<file path="config.mk">
export PLATFORM = sky130hd
export DESIGN_NAME = rc4_phase_sequencer
export DESIGN_NICKNAME = d
export VERILOG_FILES = /design/src/rtl/rc4_pkg.sv /design/src/rtl/phase_watchdog.sv /design/src/rtl/rc4_phase_sequencer.sv
export SDC_FILE = /design/constraint.sdc
export NUM_CORES = 1
export LEC_CHECK = 0
export ABC_AREA = 1
export ABC_CLOCK_PERIOD_IN_PS = 4100
export CAP_MARGIN = 20
export CORE_MARGIN = 2
export CORE_UTILIZATION = 35
export DETAILED_ROUTE_END_ITERATION = 10
export DONT_BUFFER_PORTS = 1
export PLACE_DENSITY = 0.55
export SLEW_MARGIN = 20
export SYNTH_ARGS = -nofsm -noshare
export SYNTH_HDL_FRONTEND = slang
export SYNTH_SLANG_ARGS = --single-unit
</file>
<file path="constraint.sdc">
create_clock -name clk -period 4.1 [get_ports clk]
set_input_delay 0.41 -clock clk [delete_from_list [all_inputs] [get_ports clk]]
set_output_delay 0.41 -clock clk [all_outputs]
set_load 0.02 [all_outputs]
</file>
<file path="src/rtl/rc4_pkg.sv">
// Shared definitions for the RC4 RAM controller sequencer: mode encodings,
// sequencer state type and the phase-to-mode mapping.
package rc4_pkg;

  localparam logic [2:0] MODE_IDLE    = 3'b000;
  localparam logic [2:0] MODE_INIT    = 3'b001;
  localparam logic [2:0] MODE_SHUFFLE = 3'b010;
  localparam logic [2:0] MODE_DECRYPT = 3'b011;

  typedef enum logic [2:0] {
    IDLE    = 3'd0,
    SETUP   = 3'd1,
    START   = 3'd2,
    WAIT    = 3'd3,
    DONE_ST = 3'd4,
    ERROR   = 3'd5
  } seq_state_t;

  // Phase i drives controller mode i+1 (phase 0 -> MODE_INIT).
  function automatic logic [2:0] phase_mode(input logic [2:0] ph);
    return MODE_INIT + ph;
  endfunction

endpackage

</file>
<file path="src/rtl/phase_watchdog.sv">
// Per-phase watchdog: loadable down-counter. Loaded on clear, counts down
// while enabled and flags expiry on the enabled cycle where the count is zero,
// i.e. on the TIMEOUT_CYCLES-th enabled cycle after a clear.
module phase_watchdog #(
  parameter int TIMEOUT_CYCLES = 4096,
  parameter int TMO_W          = 13
) (
  input  logic clk,
  input  logic reset,
  input  logic clear,
  input  logic enable,
  output logic expired
);

  logic [TMO_W-1:0] cnt_q;
  logic [TMO_W-1:0] cnt_d;

  // Reload on clear, otherwise count down while enabled and hold at zero.
  always_comb begin
    cnt_d = cnt_q;
    if (clear) begin
      cnt_d = TMO_W'(TIMEOUT_CYCLES - 1);
    end else if (enable && (cnt_q != '0)) begin
      cnt_d = cnt_q - 1'b1;
    end
  end

  // Counter register.
  always_ff @(posedge clk or negedge reset) begin
    if (!reset) begin
      cnt_q <= '0;
    end else begin
      cnt_q <= cnt_d;
    end
  end

  assign expired = enable && (cnt_q == '0);

endmodule

</file>
<file path="src/rtl/rc4_phase_sequencer.sv">
// Top-level RC4 job sequencer: runs init -> shuffle -> decrypt, one phase at a
// time. Each phase presents its mode for one cycle, pulses start, then waits
// for a fresh rising finished flag from the controller. All outputs registered.
module rc4_phase_sequencer
  import rc4_pkg::*;
#(
  parameter int RAM_WIDTH      = 8,
  parameter int KEY_LENGTH     = 3,
  parameter int NUM_PHASES     = 3,
  parameter int TIMEOUT_CYCLES = 4096,
  parameter int TMO_W          = (TIMEOUT_CYCLES > 0) ? $clog2(TIMEOUT_CYCLES + 1) : 1
) (
  input  logic                             clk,
  input  logic                             reset,
  input  logic                             go,
  input  logic                             abort,
  input  logic [KEY_LENGTH*RAM_WIDTH-1:0]  key_in,
  input  logic [NUM_PHASES-1:0]            finished,
  output logic [KEY_LENGTH*RAM_WIDTH-1:0]  key,
  output logic [2:0]                       mode,
  output logic                             start,
  output logic [2:0]                       phase,
  output logic                             busy,
  output logic                             done,
  output logic                             error
);

  localparam int KW = KEY_LENGTH * RAM_WIDTH;

  seq_state_t    state_q, state_d;
  logic [2:0]    phase_q, phase_d;
  logic [2:0]    mode_q, mode_d;
  logic          start_q, start_d;
  logic          busy_q, busy_d;
  logic          done_q, done_d;
  logic          error_q, error_d;
  logic          armed_q, armed_d;
  logic [KW-1:0] key_q, key_d;

  logic [7:0]    fin_ext;
  logic          fin_sel;
  logic          go_acc;
  logic          complete;
  logic          last_phase;
  logic          expired;

  // Only the flag of the active phase matters; others are ignored.
  assign fin_ext    = 8'(finished);
  assign fin_sel    = fin_ext[phase_q];
  assign go_acc     = go && !abort &&
                      ((state_q == IDLE) || (state_q == DONE_ST) || (state_q == ERROR));
  // Completion requires having seen the flag low first, so a flag left high
  // by an earlier run cannot end this phase early.
  assign complete   = (state_q == WAIT) && armed_q && fin_sel;
  assign last_phase = (phase_q == 3'(NUM_PHASES - 1));

  generate
    if (TIMEOUT_CYCLES > 0) begin : g_wdog
      phase_watchdog #(
        .TIMEOUT_CYCLES(TIMEOUT_CYCLES),
        .TMO_W         (TMO_W)
      ) u_wdog (
        .clk    (clk),
        .reset  (reset),
        .clear  (state_q == START),
        .enable (state_q == WAIT),
        .expired(expired)
      );
    end else begin : g_no_wdog
      assign expired = 1'b0;
    end
  endgenerate

  // State, phase, arm flag, key and registered outputs.
  always_ff @(posedge clk or negedge reset) begin
    if (!reset) begin
      state_q <= IDLE;
      phase_q <= '0;
      armed_q <= 1'b0;
      key_q   <= '0;
      mode_q  <= MODE_IDLE;
      start_q <= 1'b0;
      busy_q  <= 1'b0;
      done_q  <= 1'b0;
      error_q <= 1'b0;
    end else begin
      state_q <= state_d;
      phase_q <= phase_d;
      armed_q <= armed_d;
      key_q   <= key_d;
      mode_q  <= mode_d;
      start_q <= start_d;
      busy_q  <= busy_d;
      done_q  <= done_d;
      error_q <= error_d;
    end
  end

  // Next-state: abort wins over everything; completion wins over timeout.
  always_comb begin
    state_d = state_q;
    phase_d = phase_q;
    armed_d = armed_q;
    key_d   = key_q;
    if (abort) begin
      state_d = IDLE;
      phase_d = '0;
    end else if (go_acc) begin
      state_d = SETUP;
      phase_d = '0;
      key_d   = key_in;
    end else begin
      case (state_q)
        SETUP: state_d = START;
        START: begin
          state_d = WAIT;
          armed_d = 1'b0;
        end
        WAIT: begin
          if (complete) begin
            if (last_phase) begin
              state_d = DONE_ST;
              phase_d = '0;
            end else begin
              state_d = SETUP;
              phase_d = phase_q + 3'd1;
            end
          end else begin
            if (!fin_sel) armed_d = 1'b1;
            if (expired) begin
              state_d = ERROR;
              phase_d = '0;
            end
          end
        end
        DONE_ST: state_d = IDLE;
        default: state_d = state_q;
      endcase
    end
  end

  // Outputs decoded from the next state so they line up with the state register.
  always_comb begin
    start_d = (state_d == START);
    busy_d  = (state_d == SETUP) || (state_d == START) || (state_d == WAIT);
    done_d  = (state_d == DONE_ST);
    mode_d  = busy_d ? phase_mode(phase_d) : MODE_IDLE;
    error_d = error_q;
    if (go_acc) begin
      error_d = 1'b0;
    end else if (state_d == ERROR) begin
      error_d = 1'b1;
    end
  end

  assign key   = key_q;
  assign mode  = mode_q;
  assign start = start_q;
  assign phase = phase_q;
  assign busy  = busy_q;
  assign done  = done_q;
  assign error = error_q;

endmodule

</file>
# Word-level counts from Yosys, hierarchy flattened

Index checks and enable logic that the tools add are counted.

Register bits: 51
Output and inout port bits: 34
Input port bits: 31

Reduce and logical (&&, ||, !) cells: 19
Equality and inequality tests: 13
Muxes and demuxes: 22
Bitwise operators: 2
Add/subtract/negate cells: 3
$lt $le $gt $ge: 1

Operators with widths:

| kind                  | number |
|---|---|
| $mux 3                | 12 |
| $mux 13               | 2 |
| $eq 3x2->1 const B    | 5 |
| $logic_not 13->1      | 1 |
| $reduce_bool 13->1    | 1 |
| $sub 13x1->13 const B | 1 |
| $eq 3x3->1 const B    | 4 |
| $pmux 3 s4            | 1 |
| $eq 3x1->1 const B    | 2 |
| $logic_and 1x1->1     | 6 |
| $reduce_bool 2->1     | 3 |
| $mux 1                | 5 |
| $reduce_and 5->1      | 1 |
| $logic_or 1x1->1      | 4 |
| $lt 3x4->1 const B    | 1 |
| $ne 2x2->1 const B    | 2 |
| $add 1x3->3 const A   | 1 |
| $add 3x1->3 const B   | 1 |
| $bmux 1 s3            | 1 |
| $logic_not 3->1       | 1 |
| $not 1->1             | 2 |
| $pmux 1 s2            | 1 |
| $reduce_and 2->1      | 1 |
| $logic_not 1->1       | 1 |

# Depth between registers and ports, before layout

Gate-level depths: netlist of the first run.

Word-level depth: 11
Depth in mapped cells: 14

# By module

A second synthesis of the first run with hierarchy kept.

Cell total of the unflattened synthesis: 334
Area, all modules: 2628.8 um^2

Modules (own cells, without submodules):

| module              | times used | seq. area each (um^2) | area an instance (um^2) | cells an instance |
|---|---|---|---|---|
| rc4_phase_sequencer | 1          | 950.9                 | 1691.6                  | 192 |
| phase_watchdog      | 1          | 325.3                 | 937.1                   | 142 |

# Least setup slack after synthesis of the first run

OpenSTA, ideal clock, no wires.

Path type: reg-to-reg
Start point: register g_wdog.u_wdog.cnt_q[0]
End point: register mode_q[2] (netlist: mode[2])
Stages on the path, launching flop included: 15
Data arrival time: 1.664 ns
Clock period less this slack: 1.779 ns
Setup time: 0.115 ns
Path slack: 2.321 ns
Cell sequence: dfrtp_1 > inv_1 > ha_1 > nand2_1 > nor2_1 > nand3_2 > nand2_1 > inv_1 > a22oi_1 > nor2_1 > ha_1 > inv_1 > nand2_1 > nand2_1 > nor2_1

Elaborated cells on any way between the ends: 19

RTL lines:

| what                   | RTL line                   | text |
|---|---|---|
| from (decl)            | phase_watchdog.sv:15       | `logic [TMO_W-1:0] cnt_q;` |
| from (signal assigned) | phase_watchdog.sv:33       | `cnt_q <= cnt_d;` |
| $logic_not 13->1       | phase_watchdog.sv:37       | `assign expired = enable && (cnt_q == '0);` |
| $logic_and 1x1->1      | phase_watchdog.sv:37       |  |
| $mux 3                 | rc4_phase_sequencer.sv:130 | `if (expired) begin` |
| $mux 3                 | rc4_phase_sequencer.sv:120 | `if (complete) begin` |
| $mux 3                 | rc4_phase_sequencer.sv:113 | `case (state_q)` |
| $mux 3                 | rc4_phase_sequencer.sv:108 | `end else if (go_acc) begin` |
| $mux 3                 | rc4_phase_sequencer.sv:105 | `if (abort) begin` |
| named net phase_d[1]   | rc4_phase_sequencer.sv:31  | `logic [2:0] phase_q, phase_d;` |
| $add 1x3->3            | rc4_pkg.sv:21              | `return MODE_INIT + ph;` |
| $mux 3                 | rc4_phase_sequencer.sv:147 | `mode_d = busy_d ? phase_mode(phase_d) : MODE_IDLE;` |
| named net mode_d[2]    | rc4_phase_sequencer.sv:32  | `logic [2:0] mode_q, mode_d;` |
| to (signal assigned)   | rc4_phase_sequencer.sv:91  | `mode_q <= mode_d;` |
| to (decl)              | rc4_phase_sequencer.sv:32  |  |

The timed path passes the listed nets, and every way through them passes these cells.
A chain may end at the register's enable or synchronous reset.

# Worst setup path in the final report of the first run

Start point: register state_q[2]
End point: register mode_q[2] (netlist: mode[2])

Cells in the longest elaborated chain, start to end: 11
Elaborated cells on any way between the ends: 29

RTL lines:

| what                                               | RTL line                                                                         | text |
|---|---|---|
| from (decl)                                        | rc4_phase_sequencer.sv:30                                                        | `seq_state_t state_q, state_d;` |
| from (signal assigned)                             | rc4_phase_sequencer.sv:87                                                        | `state_q <= state_d;` |
| $eq 3x2->1                                         | rc4_phase_sequencer.sv:54, rc4_phase_sequencer.sv:66, rc4_phase_sequencer.sv:113 |  |
| $logic_and 1x1->1, on equally long branches        | phase_watchdog.sv:37, rc4_phase_sequencer.sv:54                                  |  |
| $mux 3 / $logic_and 1x1->1 (equally long branches) | rc4_phase_sequencer.sv:130, rc4_phase_sequencer.sv:54                            |  |
| $mux 3                                             | rc4_phase_sequencer.sv:120                                                       |  |
| $pmux 3 s4                                         | rc4_phase_sequencer.sv:113                                                       |  |
| $mux 3                                             | rc4_phase_sequencer.sv:108                                                       |  |
| $mux 3                                             | rc4_phase_sequencer.sv:105                                                       |  |
| $eq 3x1->1 / $eq 3x2->1 (equally long branches)    | rc4_phase_sequencer.sv:145                                                       | `busy_d = (state_d == SETUP) \|\| (state_d == START) \|\| (state_d == WAIT);` |
| $logic_or 1x1->1 (2 in series)                     | rc4_phase_sequencer.sv:145                                                       |  |
| $mux 3 (*)                                         | rc4_phase_sequencer.sv:147                                                       |  |
| named net mode_d[2]                                | rc4_phase_sequencer.sv:32                                                        |  |

Mark *: on every way through the listed nets, which the timed path passes. The rest lies on a longest branch.

==> results of run 1 <==
==> cell usage in the layout, fill, tap and decap left out <==
cell type      instances
a21oi_1                3
xnor2_1                1
inv_1                 30
nand2_4                1
o21ai_2                8
nand2_2                8
o211ai_1               2
a31oi_1                1
o21ai_0               10
a22oi_1                1
buf_16                 1
nand3_1               13
xor2_1                 8
dlygate4sd3_1          1
nand4_2                1
nor2_4                 4
bufinv_16              1
a21oi_2                1
dfrtp_1               51
clkbuf_8               6
nor3_1                 3
inv_2                  2
ha_1                   3
nand4_1                5
a21boi_2               1
nor2_2                 3
inv_6                  1
nand3_2                3
nor2_1                24
nand2_1              114
==> cell type report <==
cell class	count	area share
Clock buffer	6	0.0297
Clock inverter	2	0.0140
Inverter	32	0.0433
Multi-Input combinational cell	218	0.395
Sequential cell	51	0.460
Tap cell	99	0.0446
Timing Repair Buffer	2	0.0135
==> stage by stage <==
step	setup slack (ns)	power, µW	std cells	cell area [µm²]	utilization
final	1.66	1770	410	2780	0.389
after floorplan	2.32	1300	308	2540	-
after detailed placement	1.61	1400	400	2620	0.367
after global placement	1.66	1390	400	2620	0.367
after CTS	1.59	1800	410	2780	0.389
after global routing	1.31	1900	410	2780	0.389
==> logic make-up after synthesis <==
logic type / after synthesis / synth area share
simple gates: 179 / 0.313
flops: 51 / 0.501
buf+inv: 39 / 0.0674
compound gates: 27 / 0.0723
xor+xnor: 9 / 0.0310
fa+ha+maj: 3 / 0.0148
==> worst reg2reg max path: stages, from the launching register on <==
cell	delay, ns
dfrtp_1	0.46
inv_2	0.07
nand2_1	0.09
nand4_2	0.57
inv_1	0.84
nor2_1	0.11
nand3_1	0.09
nand2_1	0.06
nor2_1	0.09
==> flip-flops by register name, summed over array words and instances, names as in the netlist <==
signal	count
key	24
g_wdog.u_wdog.cnt_q	13
mode	3
phase	3
state_q	3
armed_q	1
busy	1
done	1
error	1
start	1
==> power groups by stage <==
stage               logic [µW]  clock network (µW)  registers, µW
floorplan                  382                   0            923
global placement           421                   0            966
detailed placement         441                   0            959
CTS                        451                 390            956
global route               517                 408            978
finish                     441                 377            954
==> path summary, 6_finish.rpt <==
check / startpoint / to / slack [ns]
worst max-delay path: state_q[2] / mode[2] / 1.66
worst min-delay path: key_in[11] / key[11] / 0.21
worst max register to register: state_q[2] / mode[2] / 1.66
worst min register to register: armed_q / armed_q / 0.57
max in group asynchronous: reset / mode[0] / 3.26
min in group asynchronous: reset / armed_q / 0.61
==> layer usage <==
layer  track usage  vias up
li1              -      962
met4        0.0366        0
met5             0        -
met1         0.190      882
met2         0.215       45
met3        0.0443        6
==> metrics.txt, run 1 <==
global route overflow 0; achievable frequency between 400 and 500 MHz; Setup CP Type reg -> reg; # Post-CTS Setup Buffers 0; syn_nets 342; CP Buf/Inv Count 2; core area between 0.007 and 0.008 mm²; Hold Crit Depth 2; hpwl dp between 3000 and 4000 µm; maximum VDD drop between 0.2 and 0.25 mV; netlist area before placement approximately 0.0025 mm²; Seq/Total Area, Yosys 0.501; cts repair resizes 0; chip width 89.3 µm; vias in the first global route approximately 1900; Post-CTS Hold Fix Bufs 2; Synth Flop Type dfrtp_1; Yosys reg bits 51; via count about 1900; GP Congestion around 0.77; Crit Path Max Fanout 29; WL/cell between 10 and 15 µm; Worst Setup Start Kind flop; first-pass GRT wire length ~8600 µm; Final ANT Viol Nets 0; Rows 31; Final Skew 0.00597 ns; top cells by area, synth dfrtp_1 50%, nand2_1 17%, inv_1 4.4%, nor2_1 3.5%, o21ai_2 2.8%; hold slack ~0.21 ns; Slew headroom 0.498; clock latency on the worst-skew pair approximately 0.30 ns; crit share post-route 0.596; Reg area 0.00128 mm²; CTS tree done; internal power 1040 µW; Fin. Hold Viols 0; sequential power share 0.538; Mean Syn Cell Area 8.26 µm²; die height 89.3 µm; pin count of the biggest net entering global routing 52; Sw Pwr 729 µW; outcome completed; worst hold path class in -> reg; CTS Buffer Depth 2; Commonest cells post-synth 114 x nand2_1, 51 x dfrtp_1, 30 x inv_1; vias per std cell 4.62; Netlist cell types 28; crit path DAT between 2 and 3 ns; Final nets ~340; Logic pwr share 0.249; largest area contributor in the netlist dfrtp_1; worst path required time about 4.3 ns; Multi-input gate area ~0.0011 mm²; max_cap viols 0; effective utilization at floorplan 0.357; CP cell instances inv_2, nand2_1, nand4_2, inv_1, nor2_1, nand3_1, nand2_1, nor2_1; First-pass DRT Iterations 4; Clk pin slew, worst setup/hold paths roughly 0.10 ns; Die ar. 0.00797 mm²; H-tree depth 2; CTS Sinks 51; leak pwr 0.00140 µW; share of cells above drive strength 1 0.132; IO Count 65; final count of negative-setup-slack endpoints 0; antenna diode count 0; Post-synth EDFFs 0; Root Buffer clkbuf_8; Mapped Cells approximately 310; Tmin final 2.44 ns; RSZ-0062 raised after global routing no; Worst path depth 8; YS warnings 0; cell with the most instances after synthesis nand2_1; DR WL met3 around 330 µm; PD cells between 600 and 700 mW/mm²; Slowest-stage cell, CP inv_1; Filler cells approximately 760; Worst Setup End Kind flop; CTS buffer count 5; detailed-route DRC error count 0; highest metal used met4; area grow syn2layout 9.10%; met2 wire length about 2300 µm; Async SR Flop Fraction 1.00; top cell type's share of synthesized area 0.501; Max stage delay on crit path between 0.8 and 0.9 ns; Top delay family on crit path simple AND/OR/NAND/NOR gates; setup_tns 0 ns; clock share of power 0.213; DR iter-0 viols ~170; Tot GR Track Use 0.139; Sw Ratio 0.412; final WL approximately 5000 µm; antenna violations before repair 0; met1 wire length about 2300 µm; Slew @ Worst Pin ~0.75 ns; Final Max Slew Viols 0; Reg2Reg Depth 8; Port Buffer Count 0
No activity file was read; power rests on OpenSTA's default activity.
==> inputs of run 2 (changes only) <==
--- a/config.mk
+++ b/config.mk
@@ -6,13 +6,13 @@
 export NUM_CORES = 1
 export LEC_CHECK = 0
 export ABC_AREA = 1
-export ABC_CLOCK_PERIOD_IN_PS = 4100
+export ABC_CLOCK_PERIOD_IN_PS = 2050
 export CAP_MARGIN = 20
 export CORE_MARGIN = 2
 export CORE_UTILIZATION = 35
 export DETAILED_ROUTE_END_ITERATION = 10
 export DONT_BUFFER_PORTS = 1
-export PLACE_DENSITY = 0.55
+export PLACE_DENSITY = 0.57
 export SLEW_MARGIN = 20
 export SYNTH_ARGS = -nofsm -noshare
 export SYNTH_HDL_FRONTEND = slang
==> constraint.sdc (replaced) <==
create_clock -name clk -period 2.05 [get_ports clk]
set_input_delay 0.205 -clock clk [delete_from_list [all_inputs] [get_ports clk]]
set_output_delay 0.205 -clock clk [all_outputs]
set_load 0.02 [all_outputs]
==> run 2 against run 1 <==
Global-route usage is 0.37 points higher. Non-clock buffer count up 15. Count of clock-buffer cells in the layout unchanged. Hold slack lost 0.20 ns. Sequential power is 100% higher. Clock power up 57%. Critical endpoint unchanged. Combinational power increased by 110%. Final area is 3.8% higher. Largest power group unchanged.
==> metrics.txt, run 2 (same netlist as run 1, synthesis figures left out) <==
outcome completed; setup_tns 0 ns; Multi-input gate area between 0.001 and 0.0015 mm²; vias in the first global route about 1900; effective utilization at floorplan 0.357; vias per std cell roughly 4.6; most common cell after layout, fill and taps aside nand2_1; Placement Cell Area around 0.0027 mm²; Filler cells ~740; RSZ-0062 raised after global routing no; worst path required time 2.26 ns; Reg area between 0.001 and 0.0015 mm²; First-pass DRT Iterations 4; fin util 0.404; IO Count 65; CTS buffer count 5; chip width roughly 89 µm; Worst Setup Start Kind flop; H-tree depth 2; max_cap viols 0; Placed Instances a little over 400; Clk pin slew, worst setup/hold paths roughly 0.1 ns; Worst Hold Launch key_in[22]; first-pass GRT wire length around 8700 µm; Largest register FFs 24; Die ar. around 0.0080 mm²; antenna violations before repair 0; final WL roughly 5100 µm; Tot GR Track Use 0.143; pin count of the biggest net entering global routing 52; Reg2Reg Depth 14; post-route cell area between 0.002 and 0.003 mm²; share of cells above drive strength 1 0.147; R2R Setup Slk approximately 0.18 ns; Layout Cells excl Fill around 430; CTS Sinks approximately 50; Crit Path Max Fanout 5; die height roughly 89 µm; crit share post-route 0.910; Slew @ Worst Pin between 0.5 and 0.6 ns; Tmin final 1.87 ns; via count between 1500 and 2000; final total power 3410 µW; GP Congestion about 0.84; core area 0.00714 mm²; DR iter-0 viols about 110; most frequent cells in the layout 114 x nand2_1, 50 x dfrtp_1, 30 x inv_1; achievable frequency about 540 MHz; crit path DAT 2.07 ns; Root Buffer clkbuf_8; Hold Crit Depth 2; hpwl dp between 3000 and 4000 µm; Slew headroom 0.663; final count of negative-setup-slack endpoints 0; CTS tree done; worst hold path class in -> reg; maximum VDD drop between 0.5 and 0.6 mV; Rows 31; area grow syn2layout 13.3%; Critical R2R Launch g_wdog.u_wdog.cnt_q[0]; Worst Setup End Kind flop; clock latency on the worst-skew pair about 0.30 ns; Reg-to-Reg End mode[2]; antenna diode count 0; Fin. Hold Viols 0; Final ANT Viol Nets 0; global route overflow 0; detailed-route DRC error count 0; leak pwr around 0.0014 µW; PD cells about 1200 mW/mm²; WL/cell approximately 12 µm; Setup CP Type reg -> reg; Hold Path End key[22]; Final nets around 360; Port Buffer Count 0; CTS Buffer Depth 2; Final Max Slew Viols 0; Final Skew roughly 0.0067 ns
## run 2: changes by cell type in the layout (fill, tap and decap cells not counted), sizes merged
cell and change:
dlygate4sd3 +9, buf +6, bufinv -1, clkinvlp +1
## run 2: how the worst max path moves through the flow
stage / start / endpoint / slack, ns / cells past startpoint
finish: g_wdog.u_wdog.cnt_q[0] / mode[2] / 0.18 / 14
global route: phase[0] / mode[2] / 0.02 / 12
CTS: phase[0] / mode[2] / 0.11 / 13
detailed placement: phase[0] / mode[2] / 0.13 / 14
global placement: g_wdog.u_wdog.cnt_q[0] / mode[2] / 0.17 / 14
floorplan: g_wdog.u_wdog.cnt_q[0] / mode[2] / 0.27 / 14
## run 2: routing by layer
layer | wire length (µm) | part of all wire | track usage | vias up
met4 | 71 | 0.014 | 0.0448 | 0
met5 | 0 | 0 | 0 | -
li1 | - | - | - | 998
met3 | 274 | 0.053 | 0.0369 | 5
met2 | 2350 | 0.46 | 0.224 | 50
met1 | 2430 | 0.47 | 0.195 | 882
## run 2: where the power goes
part | switching (µW) | internal (µW) | leakage, µW
logic | 560 | 354 | 0.000762
registers | 557 | 1350 | 0.000636
clock network | 345 | 246 | 0.0000418
## run 2: worst max-delay path: stages (launching register included)
cell and delay [ns]:
dfrtp_1 0.40, inv_1 0.16, ha_1 0.17, nand2_1 0.06, nor2_2 0.14, nand3_2 0.10
nand2_1 0.06, inv_1 0.05, a22oi_1 0.13, nor2_1 0.08, ha_1 0.21, inv_1 0.06
nand2_1 0.05, nand2_1 0.06, nor2_1 0.04
## run 2: final cells by class
class	count	area share
repair buffers	17	0.0599
clock buffers	6	0.0252
flip-flops and latches	51	0.443
inverters	32	0.0417
well taps	99	0.0430
multi-input cells	218	0.382
clock inverters	2	0.00564
## run 2: through the flow
step	setup slack, ns	hold WS, ns
global placement	0.169	-0.0885
detailed placement	0.134	-0.0883
floorplan	0.271	-0.0906
CTS	0.110	0.000761
finish	0.184	0.00748
global route	0.0174	0.00250
## run 2: what timing repair did
action                                  4_1_cts  5_1_grt
gates resized for setup                       0        2
buffers inserted                              0        1
endpoints found under the setup margin        0        2
hold buffers                                  9        2
endpoints found under the hold margin        58        2
==> inputs of run 3 (changes only) <==
--- a/config.mk
+++ b/config.mk
@@ -13,6 +13,7 @@
 export DETAILED_ROUTE_END_ITERATION = 10
 export DONT_BUFFER_PORTS = 1
 export PLACE_DENSITY = 0.57
+export SETUP_SLACK_MARGIN = 0.5
 export SLEW_MARGIN = 20
 export SYNTH_ARGS = -nofsm -noshare
 export SYNTH_HDL_FRONTEND = slang
==> run 3 against run 2 <==
Register-to-register slack improved by 0.10 ns. Critical endpoint is now mode[1]. Highest routed layer unchanged. Die area unchanged. Combinational power increased by 56%.
==> metrics.txt, run 3 (same netlist as run 1, synthesis figures left out) <==
outcome completed; CP startpoint phase[0]; Slew headroom 0.637; Logic pwr share 0.359; CTS Sinks about 50; CP Buf/Inv Count 3; Slew @ Worst Pin ~0.54 ns; GP Congestion between 0.8 and 0.9; CTS Buffer Depth 2; via count ~2100; final count of negative-setup-slack endpoints 0; Final Max Slew Viols 0; CTS buffer count 5; hpwl dp about 3600 µm; antenna diode count 0; sequential power share 0.470; vias in the first global route 1896; Slowest-stage cell, CP dfrtp_2; internal power 2360 µW; first-pass GRT wire length a little under 9000 µm; worst path required time 2.29 ns; antenna violations before repair 0; effective utilization at floorplan 0.357; clock share of power 0.171; Fin. Hold Viols 0; Setup CP Type reg -> reg; achievable frequency around 570 MHz; RSZ-0062 raised after global routing yes; Sw Ratio 0.409; CTS tree done; leak pwr about 0.0016 µW; pin count of the biggest net entering global routing between 50 and 60; R2R Setup Slk between 0.2 and 0.3 ns; Top delay family on crit path simple AND/OR/NAND/NOR gates; fin util 0.467; Largest register FFs 24; Root Buffer clkbuf_8; DR iter-0 viols ~110; PD cells about 1200 mW/mm²; IO Count 65; Final WS setup 0.286 ns; worst hold path class in -> reg; crit path DAT 2.01 ns; most common cell after layout, fill and taps aside nand2_1; CP cell instances inv_2, nand4_1, nand2_4, nand2_2, nand2_1, inv_2, a22oi_2, nor2_2, ha_2, inv_1, nor2_1; Top cell by count, worst path inv_2; most frequent cells in the layout 107 x nand2_1, 49 x dfrtp_1, 39 x buf_4; Worst Setup End Kind flop; area grow syn2layout 30.9%; Sw Pwr between 1500 and 2000 µW; Filler cells about 670; Setup WS pre-CTS about 0.19 ns; Rows 31; Tmin final between 1.5 and 2 ns; Max stage delay on crit path around 0.50 ns; Final ANT Viol Nets 0; Crit Path Max Fanout 5; Tot GR Track Use 0.144; CP Capture Point mode[1]; max_cap viols 0; Clk pin slew, worst setup/hold paths approximately 0.090 ns; Critical R2R Launch phase[0]; clock latency on the worst-skew pair around 0.30 ns; die height a little under 90 µm; Reg area 0.00128 mm²; First-pass DRT Iterations 4; chip width between 80 and 90 µm; WL/cell around 13 µm; global route overflow 0; Port Buffer Count 0; crit share post-route 0.860; maximum VDD drop just over 0.5 mV; Reg-to-Reg End mode[1]; Worst path depth 11; Reg2Reg Depth 11; Multi-input gate area 0.00125 mm²; Final Skew ~0.0059 ns; detailed-route DRC error count 0; Die ar. between 0.007 and 0.008 mm²; Final nets a little under 400; setup_tns 0 ns; Worst Setup Start Kind flop; core area slightly above 0.007 mm²; vias per std cell between 4 and 5; final WL between 5000 and 6000 µm; H-tree depth 2; share of cells above drive strength 1 0.331
[run 3: cell types whose count changed in the layout (fill, tap and decap cells not counted), sizes merged]
cell         delta
bufinv          +1
buf            +38
inv             -2
clkinvlp        +1
dlygate4sd3     -4
clkbuf          -1
[run 3: worst min path at each step]
stage / startpoint / endpoint / slack (ns) / cells past startpoint
floorplan: reset / armed_q / -0.09 / 0
global placement: reset / phase[2] / -0.09 / 0
global route: key_in[3] / key[3] / 0.002 / 2
detailed placement: reset / phase[2] / -0.09 / 0
CTS: key_in[22] / key[22] / 0.0005 / 2
finish: key_in[19] / key[19] / 0.01 / 2
[run 3: cell type report]
cell class | count | share of cell area
clock inverters | 2 | 0.0113
well taps | 99 | 0.0372
repair buffers | 51 | 0.135
inverters | 32 | 0.0379
clock buffers | 5 | 0.0207
multi-input cells | 218 | 0.374
flip-flops and latches | 51 | 0.384
[run 3: power by group through the flow]
stage | Sequential (µW) | Clock (µW) | Combinational (µW)
after floorplan | 1850 | 0 | 792
after global placement | 1930 | 0 | 880
after detailed placement | 1920 | 0 | 903
after CTS | 1880 | 711 | 1180
after global routing | 1920 | 759 | 1600
final | 1880 | 683 | 1430
[run 3: repair_timing]
action / CTS / global route
hold buffers: 5 / 2
pin swaps: 14 / 20
gates resized for setup: 14 / 37
buffers inserted: 22 / 18
endpoints found under the hold margin: 54 / 2
setup endpoints to repair: 35 / 38
[run 3: through the flow]
stage	total power (µW)	cells	instance area, µm²	hold slack, ns
after detailed placement	2820	404	2670	-0.0874
final	4000	458	3330	0.0107
after floorplan	2640	308	2570	-0.0906
after global routing	4280	458	3330	0.00152
after CTS	3770	438	3050	0.000521
after global placement	2810	404	2670	-0.0882
[run 3: per-layer routing]
layer  up-vias  routed length, µm  GRT usage
met4         0                 48     0.0380
met5         -                  0          0
met3         6                314     0.0360
li1       1064                  -          -
met1       995               2600      0.196
met2        64               2990      0.231
